[config.mk]
export PLATFORM = sky130hd
export DESIGN_NAME = alu_74181_seq
export DESIGN_NICKNAME = d
export VERILOG_FILES = /design/src/rtl/alu_74181_seq.sv
export SDC_FILE = /design/constraint.sdc
export NUM_CORES = 1
export LEC_CHECK = 0
export CAP_MARGIN = 20
export CORE_MARGIN = 1
export CORE_UTILIZATION = 56
export DETAILED_ROUTE_END_ITERATION = 16
export DONT_BUFFER_PORTS = 1
export GPL_TIMING_DRIVEN = 0
export PLACE_DENSITY_LB_ADDON = 0.2
export SLEW_MARGIN = 20
export SYNTH_ARGS = -nofsm -noshare
export SYNTH_HDL_FRONTEND = slang
export SYNTH_SLANG_ARGS = --single-unit
export TNS_END_PERCENT = 20
[constraint.sdc]
create_clock -name clk -period 1.8 [get_ports clk]
set_input_delay 0.27 -clock clk [delete_from_list [all_inputs] [get_ports clk]]
set_output_delay 0.27 -clock clk [all_outputs]
set_load 0.03 [all_outputs]
[src/rtl/alu_74181_seq.sv]
// -----------------------------------------------------------------------------
// alu_74181_seq
// Slice-serial 74181-style ALU. A single 4-bit 74181-equivalent slice is
// reused over WIDTH/4 cycles, LSB slice first. The ripple carry and the
// word-level propagate/generate terms are carried in registers between slices.
// A start/busy/done handshake frames each operation.
//
// Optional feature macro: ALU_SEQ_ACCUM_EN
//   When defined, the 'acc' input exists. On an accepted start with acc=1,
//   operand A is taken from the current result f instead of from 'a'.
//
// Parameters:
//   WIDTH  operand width; must be a multiple of 4 and at least 4
// Ports:
//   clk    in   clock, rising edge
//   rst    in   synchronous active-high reset
//   start  in   operation request, sampled when not busy (IDLE or DONE)
//   a, b   in   WIDTH-bit operands, latched on an accepted start
//   s      in   4-bit 74181 function select, latched on start
//   m      in   1 = logic mode, 0 = arithmetic, latched on start
//   cn     in   carry in, active-low carry (1 = no carry), latched on start
//   acc    in   (ALU_SEQ_ACCUM_EN only) take operand A from previous f
//   busy   out  high while slices are being evaluated
//   done   out  one-cycle pulse, results valid from this cycle
//   f      out  WIDTH-bit result
//   cout   out  carry out of the last slice, active-low
//   equal  out  AND of all slice A=B outputs (f all ones)
//   p_n    out  word-level propagate, active-low
//   g_n    out  word-level generate, active-low
// -----------------------------------------------------------------------------
module alu_74181_seq #(
    parameter int WIDTH = 16
) (
    input  logic             clk,
    input  logic             rst,
    input  logic             start,
    input  logic [WIDTH-1:0] a,
    input  logic [WIDTH-1:0] b,
    input  logic [3:0]       s,
    input  logic             m,
    input  logic             cn,
`ifdef ALU_SEQ_ACCUM_EN
    input  logic             acc,
`endif
    output logic             busy,
    output logic             done,
    output logic [WIDTH-1:0] f,
    output logic             cout,
    output logic             equal,
    output logic             p_n,
    output logic             g_n
);

    localparam int NSLICE = WIDTH / 4;
    localparam int IDXW   = (NSLICE > 1) ? $clog2(NSLICE) : 1;
    localparam logic [IDXW-1:0] LAST_IDX = IDXW'(NSLICE - 1);

    generate
        if ((WIDTH < 4) || ((WIDTH % 4) != 0)) begin : g_bad_width
            $error("alu_74181_seq: WIDTH must be a multiple of 4 and >= 4");
        end
    endgenerate

    typedef enum logic [1:0] {
        ST_IDLE = 2'd0,
        ST_RUN  = 2'd1,
        ST_DONE = 2'd2
    } state_t;

    // One 74181 slice with active-high data.
    // Returns {cn4 (active-low carry), A=B, group P (active-high),
    //          group G (active-high), F[3:0]}.
    function automatic logic [7:0] slice_181(
        input logic [3:0] sa,
        input logic [3:0] sb,
        input logic [3:0] sel,
        input logic       sm,
        input logic       scn
    );
        logic [3:0] p;
        logic [3:0] g;
        logic [3:0] fo;
        logic [4:0] c;
        logic       gp;
        logic       gg;
        c[0] = ~scn;
        for (int i = 0; i < 4; i++) begin
            p[i]     = sa[i] | (sb[i] & sel[0]) | (~sb[i] & sel[1]);
            g[i]     = (sa[i] & ~sb[i] & sel[2]) | (sa[i] & sb[i] & sel[3]);
            c[i+1]   = g[i] | (p[i] & c[i]);
            // g implies p, so p&~g is the half-sum; logic mode forces the
            // carry term high, which inverts it to the logic function.
            fo[i]    = (p[i] & ~g[i]) ^ (sm | c[i]);
        end
        gp = &p;
        gg = g[3] | (p[3] & g[2]) | (p[3] & p[2] & g[1]) | (p[3] & p[2] & p[1] & g[0]);
        return {~c[4], &fo, gp, gg, fo};
    endfunction

    state_t            r_state;
    logic [IDXW-1:0]   r_idx;
    logic [WIDTH-1:0]  r_a;
    logic [WIDTH-1:0]  r_b;
    logic [3:0]        r_s;
    logic              r_m;
    logic              r_carry;
    logic              r_pp;
    logic              r_gg;
    logic              r_eq;
    logic              r_busy;
    logic              r_done;
    logic [WIDTH-1:0]  r_f;
    logic              r_cout;
    logic              r_equal;
    logic              r_p_n;
    logic              r_g_n;

    logic [7:0]        w_slice;
    logic              w_cn4;
    logic              w_aeqb;
    logic              w_p;
    logic              w_g;
    logic [3:0]        w_f;
    logic [WIDTH-1:0]  w_a_src;

    // Operands are shifted right one nibble per slice, so the slice always
    // reads the low nibble.
    assign w_slice = slice_181(r_a[3:0], r_b[3:0], r_s, r_m, r_carry);
    assign w_cn4   = w_slice[7];
    assign w_aeqb  = w_slice[6];
    assign w_p     = w_slice[5];
    assign w_g     = w_slice[4];
    assign w_f     = w_slice[3:0];

`ifdef ALU_SEQ_ACCUM_EN
    assign w_a_src = acc ? r_f : a;
`else
    assign w_a_src = a;
`endif

    // Sequencer, slice datapath and registered outputs.
    always_ff @(posedge clk) begin
        if (rst) begin
            r_state <= ST_IDLE;
            r_idx   <= '0;
            r_a     <= '0;
            r_b     <= '0;
            r_s     <= 4'd0;
            r_m     <= 1'b0;
            r_carry <= 1'b0;
            r_pp    <= 1'b0;
            r_gg    <= 1'b0;
            r_eq    <= 1'b0;
            r_busy  <= 1'b0;
            r_done  <= 1'b0;
            r_f     <= '0;
            r_cout  <= 1'b0;
            r_equal <= 1'b0;
            r_p_n   <= 1'b0;
            r_g_n   <= 1'b0;
        end else begin
            case (r_state)
                ST_IDLE, ST_DONE: begin
                    r_done <= 1'b0;
                    if (start) begin
                        r_state <= ST_RUN;
                        r_busy  <= 1'b1;
                        r_idx   <= '0;
                        r_a     <= w_a_src;
                        r_b     <= b;
                        r_s     <= s;
                        r_m     <= m;
                        r_carry <= cn;
                        r_pp    <= 1'b1;
                        r_gg    <= 1'b0;
                        r_eq    <= 1'b1;
                    end else begin
                        r_state <= ST_IDLE;
                    end
                end
                ST_RUN: begin
                    r_a     <= r_a >> 3'd4;
                    r_b     <= r_b >> 3'd4;
                    r_carry <= w_cn4;
                    r_eq    <= r_eq & w_aeqb;
                    r_gg    <= w_g | (w_p & r_gg);
                    r_pp    <= w_p & r_pp;
                    for (int k = 0; k < NSLICE; k++) begin
                        if (r_idx == IDXW'(k)) begin
                            r_f[4*k +: 4] <= w_f;
                        end
                    end
                    if (r_idx == LAST_IDX) begin
                        r_state <= ST_DONE;
                        r_busy  <= 1'b0;
                        r_done  <= 1'b1;
                        r_cout  <= w_cn4;
                        r_equal <= r_eq & w_aeqb;
                        r_p_n   <= ~(w_p & r_pp);
                        r_g_n   <= ~(w_g | (w_p & r_gg));
                    end else begin
                        r_idx   <= r_idx + IDXW'(1);
                    end
                end
                default: begin
                    r_state <= ST_IDLE;
                    r_busy  <= 1'b0;
                    r_done  <= 1'b0;
                end
            endcase
        end
    end

    assign busy  = r_busy;
    assign done  = r_done;
    assign f     = r_f;
    assign cout  = r_cout;
    assign equal = r_equal;
    assign p_n   = r_p_n;
    assign g_n   = r_g_n;

endmodule

==> impl_metrics.tcl <==
set metrics [dict create \
    status "finished, violations left" \
    failed_checks "setup timing" \
    grt_use_total_pct 28.34 \
    worstMarginPinSlew_ns 0.5547 \
    antenna_found_initial 0 \
    setup_ws_ns -0.02713 \
    clk_latency_ns 0.35 \
    multiInputGateArea_mm2 0.001639 \
    hold_path.class "in2reg" \
    setup-violations-final 2 \
    synthXorXnorAreaFrac_pct 1.121 \
    power_frac_seq_pct 46.7 \
    drv_cap 0 \
    ys_warn_count 0 \
    final_cells 460 \
    cts_buffer_depth 2 \
    worst-endpoint-arrival_ns 2.06 \
    antenna_left 0 \
    dp.cells 443 \
    clk_pin_slew_ns 0.07 \
    dp_slack_ns -0.2039 \
    dr.pass1.iters 4 \
    final_common_cell "nand2_1" \
    ys_ff_latch 67 \
    avgSynthCellArea_um2 8.077 \
    vias 2727 \
    combPwrFrac_pct 15.6 \
    cts_made_buffers 9 \
    synthDistinctLibCells 43 \
    wl_per_cell_um 16.47 \
    grt_max_degree 13 \
    worst_setup_path_start_kind "flip-flop" \
    cp_slowest_cell "dfxtp_1" \
    syn_inst 373 \
    rsz0062_at_grt "true" \
    path_cells "nor2b_2 -> o32ai_4 -> a211oi_1 -> and4b_2 -> and3_1 -> a32o_1" \
    die_h_um 75.35 \
    chipWidth_um 75.35 \
    final_cell_mix "nand2_1 (87), dfxtp_1 (62), nor2_1 (47), a21oi_1 (30), a311oi_1 (25)" \
    drv_slew 0 \
    rows 26 \
    synth_compound_area_share_pct 20.76 \
    p_sw_share_pct 29.00 \
    place.gp.congestion 0.9004 \
    root_buffer "clkbuf_8" \
    synth_top_family_by_area "simple AND/OR/NAND/NOR gates" \
    hold_violations 0 \
    relSlewSlack_pct 63.02 \
    finalHoldWorstSlack_ns 0.05411 \
    core_mm2 0.005140 \
    yosys_most_used_dff "dfxtp_1" \
    fmax_ghz 0.5473 \
    ios 63 \
    internal_power_mw 2.585 \
    p_per_area_mw_per_mm2 1062 \
    skew_ns 0.006628 \
    worstSetupPathType "reg2reg" \
    die-area_mm2 0.005678 \
    fin_util_pct 66.72 \
    final_nets 430 \
    period_needed_ns 1.827 \
    start_util_pct 58.62 \
    ys_seq_area_share_pct 44.52 \
    nFillCells 447 \
    viasPerCell 5.928 \
    crit_path_max_incr_delay_ns 0.43 \
    io_buffers 0 \
    post_synth_mux_area_share_pct 3.821 \
    finalPower_mw 3.641 \
    synthAdderAreaFrac_pct 1.661 \
    synth_edf_count 0 \
    grt_pass1_vias 2533 \
    drc 0 \
    required_ns 2.04 \
    grt_overflow 0 \
    power_switching_mw 1.056 \
    cts_sinks 67 \
    pwr-share-clk_pct 37.7 \
    synth-simple-area-share_pct 24.21 \
    regArea_mm2 0.001350 \
    cts_hold_buf 0 \
    cp_max_fo 6 \
    routed_wl_um 7576 \
    hpwlAfterDp_um 5271 \
    area_growth_pct 13.83 \
    leakagePower_nw 1.266 \
    drt_iter0_markers 141 \
    async_flop_share_pct 0 \
    syn_nets 418 \
    critPathCaptureType "flip-flop" \
    grt_pass1_wl_um 11740 \
    drive_gt1_share_pct 12.31 \
    syn_area_mm2 0.003013 \
    cts_tree "yes" \
    fin_crit_sh_pct 101.5 \
    cts_htree_levels 3 \
    diodes 0 \
    vdd_ir_drop_max_v 0.0006645 \
]
-- path summary, 6_finish.rpt --
kind         cells past startpoint   start     end  slack [ns]
max                              6  r_s[1]   equal       -0.03
min                              2    s[0]  r_s[0]        0.05
max reg2reg                      6  r_s[1]   equal       -0.03
min reg2reg                      1    r_pp     p_n        0.48
-- layer usage --
| metal | share of wire [%] | wire [µm] | vias to the layer above | track usage (%) |
|---|---|---|---|---|
| met1 | 42 | 3145 | 1281 | 32.84 |
| met4 | 2.4 | 179 | 0 | 13.99 |
| met2 | 47 | 3586 | 100 | 47.92 |
| met5 | 0 | 0 | - | 0 |
| li1 | - | - | 1330 | - |
| met3 | 8.8 | 664 | 16 | 8.333 |
-- Yosys cell counts (all sizes together), types with 2 or more instances --
cell | number | area share (%)
a211oi | 2 | 0.50
a21oi | 31 | 5.1
a22oi | 12 | 3.2
a311oi | 25 | 7.3
and2 | 3 | 0.62
and3 | 2 | 0.42
and4b | 2 | 0.66
buf | 4 | 0.54
clkbuf | 22 | 2.7
dfxtp | 67 | 45
ha | 4 | 1.7
inv | 5 | 0.62
mux2 | 6 | 2.5
mux2i | 4 | 1.3
nand2 | 87 | 11
nand2b | 2 | 0.42
nand3 | 13 | 2.2
nor2 | 50 | 6.2
nor2b | 5 | 1.0
nor3 | 4 | 0.66
o21ai | 3 | 0.50
o21bai | 2 | 0.50
o31ai | 2 | 0.50
xor2 | 2 | 0.83
-- flip-flops by register name, indices dropped and copies added (netlist names) --
register / flops
r_eq: 1
r_idx: 2
equal: 1
cout: 1
r_pp: 1
r_b: 16
p_n: 1
done: 1
busy: 1
g_n: 1
r_a: 16
f: 16
r_state: 2
r_m: 1
r_s: 4
r_carry: 1
r_gg: 1
-- logic make-up after synthesis --
group | count (synthesis)
buffers and inverters | 31
and+or+nand+nor | 173
AOI/OAI and AO/OA | 85
muxes | 10
DFF | 67
adders and majority gates | 4
xor gates and xnor gates | 3
-- per-stage QoR --
stage,cell area (µm²),setup TNS [ns]
finish,3430,-0.04582
global route,3430,-0.4810
global placement,3102,-1.070
floorplan,3014,0
detailed placement,3102,-1.421
CTS,3390,0
-- critical path, delay by kind of cell, from the launching register on --
| kind | cells | cell delay, ns |
|---|---|---|
| DFF | 1 | 0.43 |
| and+or+nand+nor | 3 | 0.74 |
| AOI/OAI and AO/OA | 3 | 0.55 |
-- final cells by class --
type,instances,area share (%)
tap,70,2.554
clock buffer,9,3.612
buffer,24,2.700
sequential,67,39.37
timing repair buffer,3,0.7661
clock inverter,7,2.663
multi-input combinational,275,47.79
inverter,5,0.5472
-- power groups by stage --
stage | Combinational (mW) | Sequential [mW] | Clock (mW)
final | 0.567 | 1.70 | 1.37
after global routing | 0.630 | 1.71 | 1.44
after detailed placement | 0.505 | 1.72 | 0
after CTS | 0.540 | 1.70 | 1.38
after global placement | 0.495 | 1.71 | 0
after floorplan | 0.393 | 1.69 | 0
-- repair_timing --
action                                  CTS  global route
endpoints found under the setup margin   17            28
gates resized for setup                  15            13
pin swaps                                 3             1
buffers inserted                          3             0
(Power assumes the default switching activity.)
